## config.mk

```make
export PLATFORM = sky130hd
export DESIGN_NAME = instr_fetch_unit
export DESIGN_NICKNAME = d
export VERILOG_FILES = /design/src/rtl/instr_fetch_unit.sv
export SDC_FILE = /design/constraint.sdc
export NUM_CORES = 1
export LEC_CHECK = 0
export CORE_MARGIN = 3
export CORE_UTILIZATION = 56
export CTS_BUF_LIST = sky130_fd_sc_hd__clkbuf_8
export DETAILED_ROUTE_END_ITERATION = 10
export GPL_ROUTABILITY_DRIVEN = 0
export HOLD_SLACK_MARGIN = 0.1
export PLACE_DENSITY = 0.84
export SETUP_SLACK_MARGIN = 0.4
export SKIP_LAST_GASP = 1
export SLEW_MARGIN = 40
export SYNTH_ARGS = -nofsm -noshare
export SYNTH_HDL_FRONTEND = slang
export SYNTH_SLANG_ARGS = --single-unit
export TNS_END_PERCENT = 30
```

## constraint.sdc

```tcl
create_clock -name clk -period 5.5 [get_ports clk]
set_clock_uncertainty 0.2 [all_clocks]
set_input_delay 0.55 -clock clk [delete_from_list [all_inputs] [get_ports clk]]
set_output_delay 0.55 -clock clk [all_outputs]
set_load 0.005 [all_outputs]
```

## src/rtl/instr_fetch_unit.sv

```systemverilog
// Instruction fetch front end: owns the PC, issues credit-limited word fetches and
// buffers in-order responses for the decoder; a redirect flushes and drops stale data.
module instr_fetch_unit #(
  parameter int                ADDR_W   = 16,
  parameter int                INSTR_W  = 16,
  parameter logic [ADDR_W-1:0] RESET_PC = '0,
  parameter int                DEPTH    = 2
) (
  input  logic               clk,
  input  logic               reset,
  output logic               imem_req_valid,
  input  logic               imem_req_ready,
  output logic [ADDR_W-1:0]  imem_req_addr,
  input  logic               imem_rsp_valid,
  input  logic [INSTR_W-1:0] imem_rsp_data,
  output logic               ir_valid,
  input  logic               ir_ready,
  output logic [INSTR_W-1:0] ir_data,
  output logic [ADDR_W-1:0]  ir_pc,
  input  logic               redirect_valid,
  input  logic [ADDR_W-1:0]  redirect_pc
);
  // state | meaning
  // IDLE  | first cycle after reset release, no requests
  // FETCH | normal operation, requests issued while credit remains
  // DRAIN | stale responses still in flight after a redirect, no requests

  localparam int               CNT_W    = $clog2(DEPTH + 1);
  localparam int               PTR_W    = (DEPTH > 1) ? $clog2(DEPTH) : 1;
  localparam logic [CNT_W:0]   DEPTH_C  = (CNT_W + 1)'(DEPTH);
  localparam logic [PTR_W-1:0] PTR_LAST = PTR_W'(DEPTH - 1);

  typedef enum logic [1:0] {IDLE, FETCH, DRAIN} state_t;

  state_t             state;
  logic [ADDR_W-1:0]  pc;
  logic [CNT_W-1:0]   outstanding;
  logic [CNT_W-1:0]   drop_cnt;
  logic [CNT_W-1:0]   fifo_count;
  logic [CNT_W-1:0]   outstanding_nxt;
  logic [CNT_W:0]     credit_used;
  logic [INSTR_W-1:0] data_q   [DEPTH];
  logic [ADDR_W-1:0]  pc_q     [DEPTH];
  logic [ADDR_W-1:0]  req_pc_q [DEPTH];
  logic [PTR_W-1:0]   head, tail, rq_head, rq_tail;
  logic               req_fire, rsp_ok, push, pop;

  function automatic logic [PTR_W-1:0] ptr_inc(input logic [PTR_W-1:0] p);
    return (p == PTR_LAST) ? '0 : p + PTR_W'(1);
  endfunction

  // Credit covers both in-flight requests and buffered entries, so the FIFO cannot overflow.
  assign credit_used     = {1'b0, outstanding} + {1'b0, fifo_count};
  assign imem_req_valid  = (state == FETCH) && (credit_used < DEPTH_C) && !redirect_valid;
  assign imem_req_addr   = pc;
  assign req_fire        = imem_req_valid && imem_req_ready;
  assign rsp_ok          = imem_rsp_valid && (outstanding != '0);
  assign push            = rsp_ok && (drop_cnt == '0) && !redirect_valid;
  assign pop             = ir_valid && ir_ready;
  assign outstanding_nxt = outstanding + CNT_W'(req_fire) - CNT_W'(rsp_ok);

  assign ir_valid = (fifo_count != '0);
  assign ir_data  = data_q[head];
  assign ir_pc    = pc_q[head];

  always_ff @(posedge clk or posedge reset) begin
    if (reset) begin
      state       <= IDLE;
      pc          <= RESET_PC;
      outstanding <= '0;
      drop_cnt    <= '0;
      fifo_count  <= '0;
      head        <= '0;
      tail        <= '0;
      rq_head     <= '0;
      rq_tail     <= '0;
      for (int i = 0; i < DEPTH; i++) begin
        data_q[i]   <= '0;
        pc_q[i]     <= '0;
        req_pc_q[i] <= '0;
      end
    end else begin
      outstanding <= outstanding_nxt;

      if (req_fire) begin
        req_pc_q[rq_tail] <= pc;
        rq_tail           <= ptr_inc(rq_tail);
      end
      if (rsp_ok) rq_head <= ptr_inc(rq_head);

      if (push) begin
        data_q[tail] <= imem_rsp_data;
        pc_q[tail]   <= req_pc_q[rq_head];
      end

      if (redirect_valid) begin
        // Everything still in flight after this cycle's response is stale.
        pc         <= redirect_pc;
        drop_cnt   <= outstanding_nxt;
        fifo_count <= '0;
        head       <= '0;
        tail       <= '0;
      end else begin
        if (req_fire) pc <= pc + ADDR_W'(1);
        if (rsp_ok && (drop_cnt != '0)) drop_cnt <= drop_cnt - CNT_W'(1);
        if (push) tail <= ptr_inc(tail);
        if (pop) head <= ptr_inc(head);
        fifo_count <= fifo_count + CNT_W'(push) - CNT_W'(pop);
      end

      case (state)
        IDLE:    state <= FETCH;
        FETCH:   if (redirect_valid && (outstanding_nxt != '0)) state <= DRAIN;
        DRAIN:   if (!redirect_valid && (drop_cnt == '0)) state <= FETCH;
        default: state <= IDLE;
      endcase
    end
  end
endmodule
```

**Word-level counts from Yosys, hierarchy flattened**

Cells that the tools add are included.

- Input port bits: 38
- Output and inout port bits: 50
- Register bits: 124
- Logic and storage cells: 97

- Bitwise logic cells: 4
- Add/subtract/negate cells: 11
- Reduce and logical (&&, ||, !) cells: 24
- Muxes and demuxes: 32
- Order comparisons: 7
- Equal/unequal tests: 4

Operators with widths:

| kind | count |
|---|---|
| $mux W16 | 13 |
| $bwmux W32 | 3 |
| $demux W16 S1 | 2 |
| $add A16 B1 Y16 const B | 1 |
| $reduce_bool A2 Y1 | 8 |
| $logic_and A1 B1 Y1 | 12 |
| $mux W2 | 5 |
| $ge A2 B2 Y1 const B | 4 |
| $mux W1 | 8 |
| $not A1 Y2 | 4 |
| $pmux W2 S3 | 1 |
| $add A1 B1 Y1 const B | 4 |
| $add A2 B1 Y2 | 2 |
| $logic_not A2 Y1 | 2 |
| $lt A2 B1 Y1 const B | 2 |
| $sub A2 B1 Y2 | 2 |
| $add A2 B2 Y3 | 1 |
| $lt A3 B2 Y1 const B | 1 |
| $eq A2 B1 Y1 const B | 1 |
| $eq A2 B2 Y1 const B | 1 |
| $ne A2 B1 Y1 const B | 1 |
| $ne A2 B2 Y1 const B | 1 |
| $reduce_and A2 Y1 | 1 |
| $sub A2 B1 Y2 const B | 1 |
| $logic_not A1 Y1 | 1 |

**Depth between registers and ports, before layout**

- Depth in word-level cells: 11
- Gate-level depth with buffers: 14
- Mapped depth without buffers: 12

**Least setup slack after synthesis**

No wires, ideal clock.

- Path type: register to register
- From: reg outstanding[0]
- To: reg state[0]
- Slack: 2060 ps
- Arrival: 3156 ps
- Period minus slack after synthesis: 3440 ps
- Buffers on the path: 2
- Required time: 5216 ps
- Stages on the path, launching flop included: 15
- Library setup time: 84 ps
- Path through: dfrtp_1 and2_1 fa_1 nor4b_4 and2_4 buf_6 inv_6 buf_6 ha_1 inv_1 ha_1 xor3_1 or2_2 a21o_1 a21boi_0

- Cells in the longest elaborated chain, start to end: 11
- Elaborated cells on any way between the ends: 13
- Those cells by class: add/sub (3); order compare (1); eq/ne (1); reduce/logical (8)

Ends and longest elaborated chain:

| item | line | text |
|---|---|---|
| from (decl) | 37 | `logic [CNT_W-1:0] outstanding;` |
| from (signal assigned) | 83 | `outstanding <= outstanding_nxt;` |
| $add A2 B2 Y3 | 53 | `assign credit_used = {1'b0, outstanding} + {1'b0, fifo_count};` |
| $lt A3 B2 Y1 | 54 | `assign imem_req_valid = (state == FETCH) && (credit_used < DEPTH_C) && !redirect_valid;` |
| $logic_and A1 B1 Y1 (2 in a row) | 54 |  |
| $logic_and A1 B1 Y1 | 56 | `assign req_fire = imem_req_valid && imem_req_ready;` |
| $add A2 B1 Y2 | 60 | `assign outstanding_nxt = outstanding + CNT_W'(req_fire) - CNT_W'(rsp_ok);` |
| $sub A2 B1 Y2 * | 60 |  |
| net outstanding_nxt[1] | 40 | `logic [CNT_W-1:0] outstanding_nxt;` |
| $reduce_bool A2 Y1 * | 113 | `FETCH: if (redirect_valid && (outstanding_nxt != '0)) state <= DRAIN;` |
| $logic_and A1 B1 Y1 * | 113 |  |
| $ne A2 B1 Y1 (no source line) * | n/a |  |
| $reduce_and A2 Y1 (no source line) * | n/a |  |
| to (signal assigned) | 113 |  |
| to (signal assigned) | 114 | `DRAIN: if (!redirect_valid && (drop_cnt == '0)) state <= FETCH;` |
| to (signal assigned) | 115 | `default: state <= IDLE;` |
| to (decl) | 35 | `state_t state;` |

Mark *: on every way through the listed nets, which the timed path passes. The rest lies on a longest branch.
A chain may end at the register's enable or synchronous reset.

**Final worst setup path**

Ends and elaborated chain as after synthesis.

==> metrics <==
share of cells above drive strength 1 27.12%; Die Y 108.2 um; Final setup violation count 0; Root Driver clkbuf_8; Num Clock Sinks ~120; power per standard cell area 531.2 nW/um2; Via Count between 4000 and 5000; CTS buffer count 17; Sum Neg Setup Slack 0 ns; Leak 3.356 nW; Layout Cell Area excl Fill 7152 um2; Yosys cell types 49; clock latency on the worst-skew pair ~0.43 ns; CP max FO 14; CTS max path bufs 2; P_int 2.624 mW; XOR/XNOR share of the synthesized area 1.455%; critical path startpoint category flip-flop; Slew headroom 53.42%; Slew @ Worst Pin 0.6987 ns; worst hold path class flip-flop to flip-flop; num ports 88; Seq pwr share 41.2%; Critical Path AT 3.71 ns; cell accounting for the most synthesized area dfrtp_1; Cells after DPL 655; gr ovfl total 0; Starting Density 58.75%; post-CTS setup buffer count 0; Global Route Usage Sum around a quarter; asr flop ratio synth between 90% and 100%; CTS clk-pin slew, worst paths 0.07 ns; vias in the first global route 4228; NetSw 1.174 mW; Hold WS 0.2757 ns; Peak VDD IR 300.7 uV; Final Max Tran Viols 0; initial antenna violation count 0; FILL cells between 600 and 700; RSZ-0062 raised after global routing false; largest net degree at the start of global routing 82; fin crit period about 3.6 ns; Post-Synth Simple-Gate Area ~8.6%; vias per cell slightly below 6; clock network power share 20.5%; TritonRoute pass-1 iters 5; HPWL after DPL 8.427 mm; max frequency 280.1 MHz; Resized cells post-CTS 0; Worst Setup End Kind flip-flop; row count 36; Area after DPL 6765 um2; Sw Ratio 30.91%; Req. time, crit path between 5 and 6 ns; synth warn 0; drt total wl 12.75 mm; top cells by count, synth dfrtp_1 (124), mux2_2 (103), mux2i_1 (31); die area 11710 um2; max_cap viols 0; endpoints failing hold 0; count leader, synth dfrtp_1; Combinational Power Share 38.3%; CTS Hold Buffers Added 0; Setup CP Type flip-flop to flip-flop; Post-Syn Instances 455; Routed wire per std cell 18.58 um; Net Count, Synth 500; antenna cells 0; iteration-0 DRC count of the detailed router between 200 and 250; first-pass GRT wire length ~21 mm; Primary FF master, synth dfrtp_1; I/O Buffers 87; post-synthesis sequential area ratio a little over half; Core ar. 9955 um2; synthesized area per cell 12.85 um2; synthesized flop and latch total 124; area share of the largest cell type after synthesis 53.06%; Syn Std Cell Area 5848 um2; Synth-to-Final Area Change 22.29%; # nets final 586; status completed; drt drc 0; Die Width 108.2 um; CTS tree yes; Adder-Cell Fraction of Synth Area 1.626%; Post-synth EDFFs 0; Final period util between 60% and 70%; DRT antenna net count 0; post-synthesis mux area share 25.14%; H-tree Lvls 4; Final Non-Filler Cells 686; ranking of synthesized cells by area dfrtp_1 (53%), mux2_2 (20%), mux2i_1 (5.3%), o21ai_0 (1.6%), nand2_1 (1.6%); post-synthesis compound-gate area fraction 5.605%; main combinational cell family by area after synthesis multiplexers
==> kinds of logic after synthesis <==
group / count (synthesis)
adders and majority gates: 7
xor gates and xnor gates: 8
AOI/OAI and AO/OA: 47
DFF: 124
muxes: 134
buffers and inverters: 50
and+or+nand+nor: 85
==> cells in the final DEF (no fill, tap or decap), types with 4 or more instances in the layout <==
cell / n
a21o_1: 5
dfrtp_1: 123
and2_1: 4
clkdlybuf4s50_1: 87
nand2_1: 25
mux2_2: 103
o21ai_0: 19
a31oi_1: 4
nor3_1: 5
xnor2_1: 5
ha_1: 6
clkinv_2: 6
nand4_1: 6
clkbuf_8: 21
buf_4: 5
inv_1: 25
nand3_1: 12
a221o_1: 9
mux2i_1: 31
nor2_1: 8
==> power groups by stage <==
stage	Clock (mW)	Sequential, mW	Combinational, mW
after floorplan	0	1.46	0.961
after global placement	0	1.54	1.42
after detailed placement	0	1.57	1.46
after CTS	0.789	1.56	1.48
after global routing	0.834	1.61	1.60
final	0.778	1.56	1.46
==> critical path: stages, from the launching register on <==
cell      delay, ns
dfrtp_1        0.39
and2_1         0.17
fa_1           0.52
nor4b_4        0.38
and2_4         0.29
inv_6          0.10
ha_1           0.29
inv_1          0.05
ha_1           0.15
xor3_1         0.26
or2_2          0.30
a21o_1         0.18
a21boi_0       0.19
==> final timing paths <==
check | startpoint | slack (ns) | cells after the start | endpoint
setup / recovery | outstanding[0] | 1.93 | 12 | state[0]
hold / removal | pc_q[18] | 0.28 | 2 | pc_q[18]
setup reg to reg | outstanding[0] | 1.93 | 12 | state[0]
hold reg to reg | pc_q[18] | 0.28 | 2 | pc_q[18]
max in group asynchronous | reset | 3.63 | 3 | data_q[11]
min in group asynchronous | reset | 0.40 | 2 | data_q[30]
==> metal layers <==
layer	wire length [um]	global-route usage (%)	share of wire, %	vias to the layer above
li1	-	-	-	1811
met1	5371	30.11	42	2009
met2	6415	38.81	50	145
met3	669	6.507	5.2	36
met4	289	9.739	2.3	0
met5	0	0	0	-
==> through the flow <==
stage	util (%)	power, mW	setup slack [ns]
2_1_floorplan	-	2.418	1.451
3_3_place_gp	67.92	2.958	2.035
3_5_place_dp	67.96	3.034	1.850
4_1_cts	71.85	3.828	1.893
5_1_grt	71.85	4.041	1.758
6_report	71.85	3.799	1.930
==> flip-flops by register name, indices dropped and copies added (netlist names) <==
| signal | count |
|---|---|
| tail | 1 |
| fifo_count | 2 |
| imem_req_addr | 16 |
| req_pc_q | 32 |
| head | 1 |
| state | 2 |
| data_q | 32 |
| drop_cnt | 2 |
| outstanding | 2 |
| rq_head | 1 |
| pc_q | 32 |
| rq_tail | 1 |
==> final cells by class <==
type | instances | area [um2] | area share, %
clock inverter | 10 | 97.59 | 1.365
inverter | 25 | 103.9 | 1.452
sequential | 124 | 3104 | 43.40
timing repair buffer | 92 | 908.4 | 12.70
multi-input combinational | 281 | 2482 | 34.71
tap | 133 | 166.4 | 2.327
clock buffer | 21 | 289.0 | 4.041
Power figures use the tool's default switching activity.
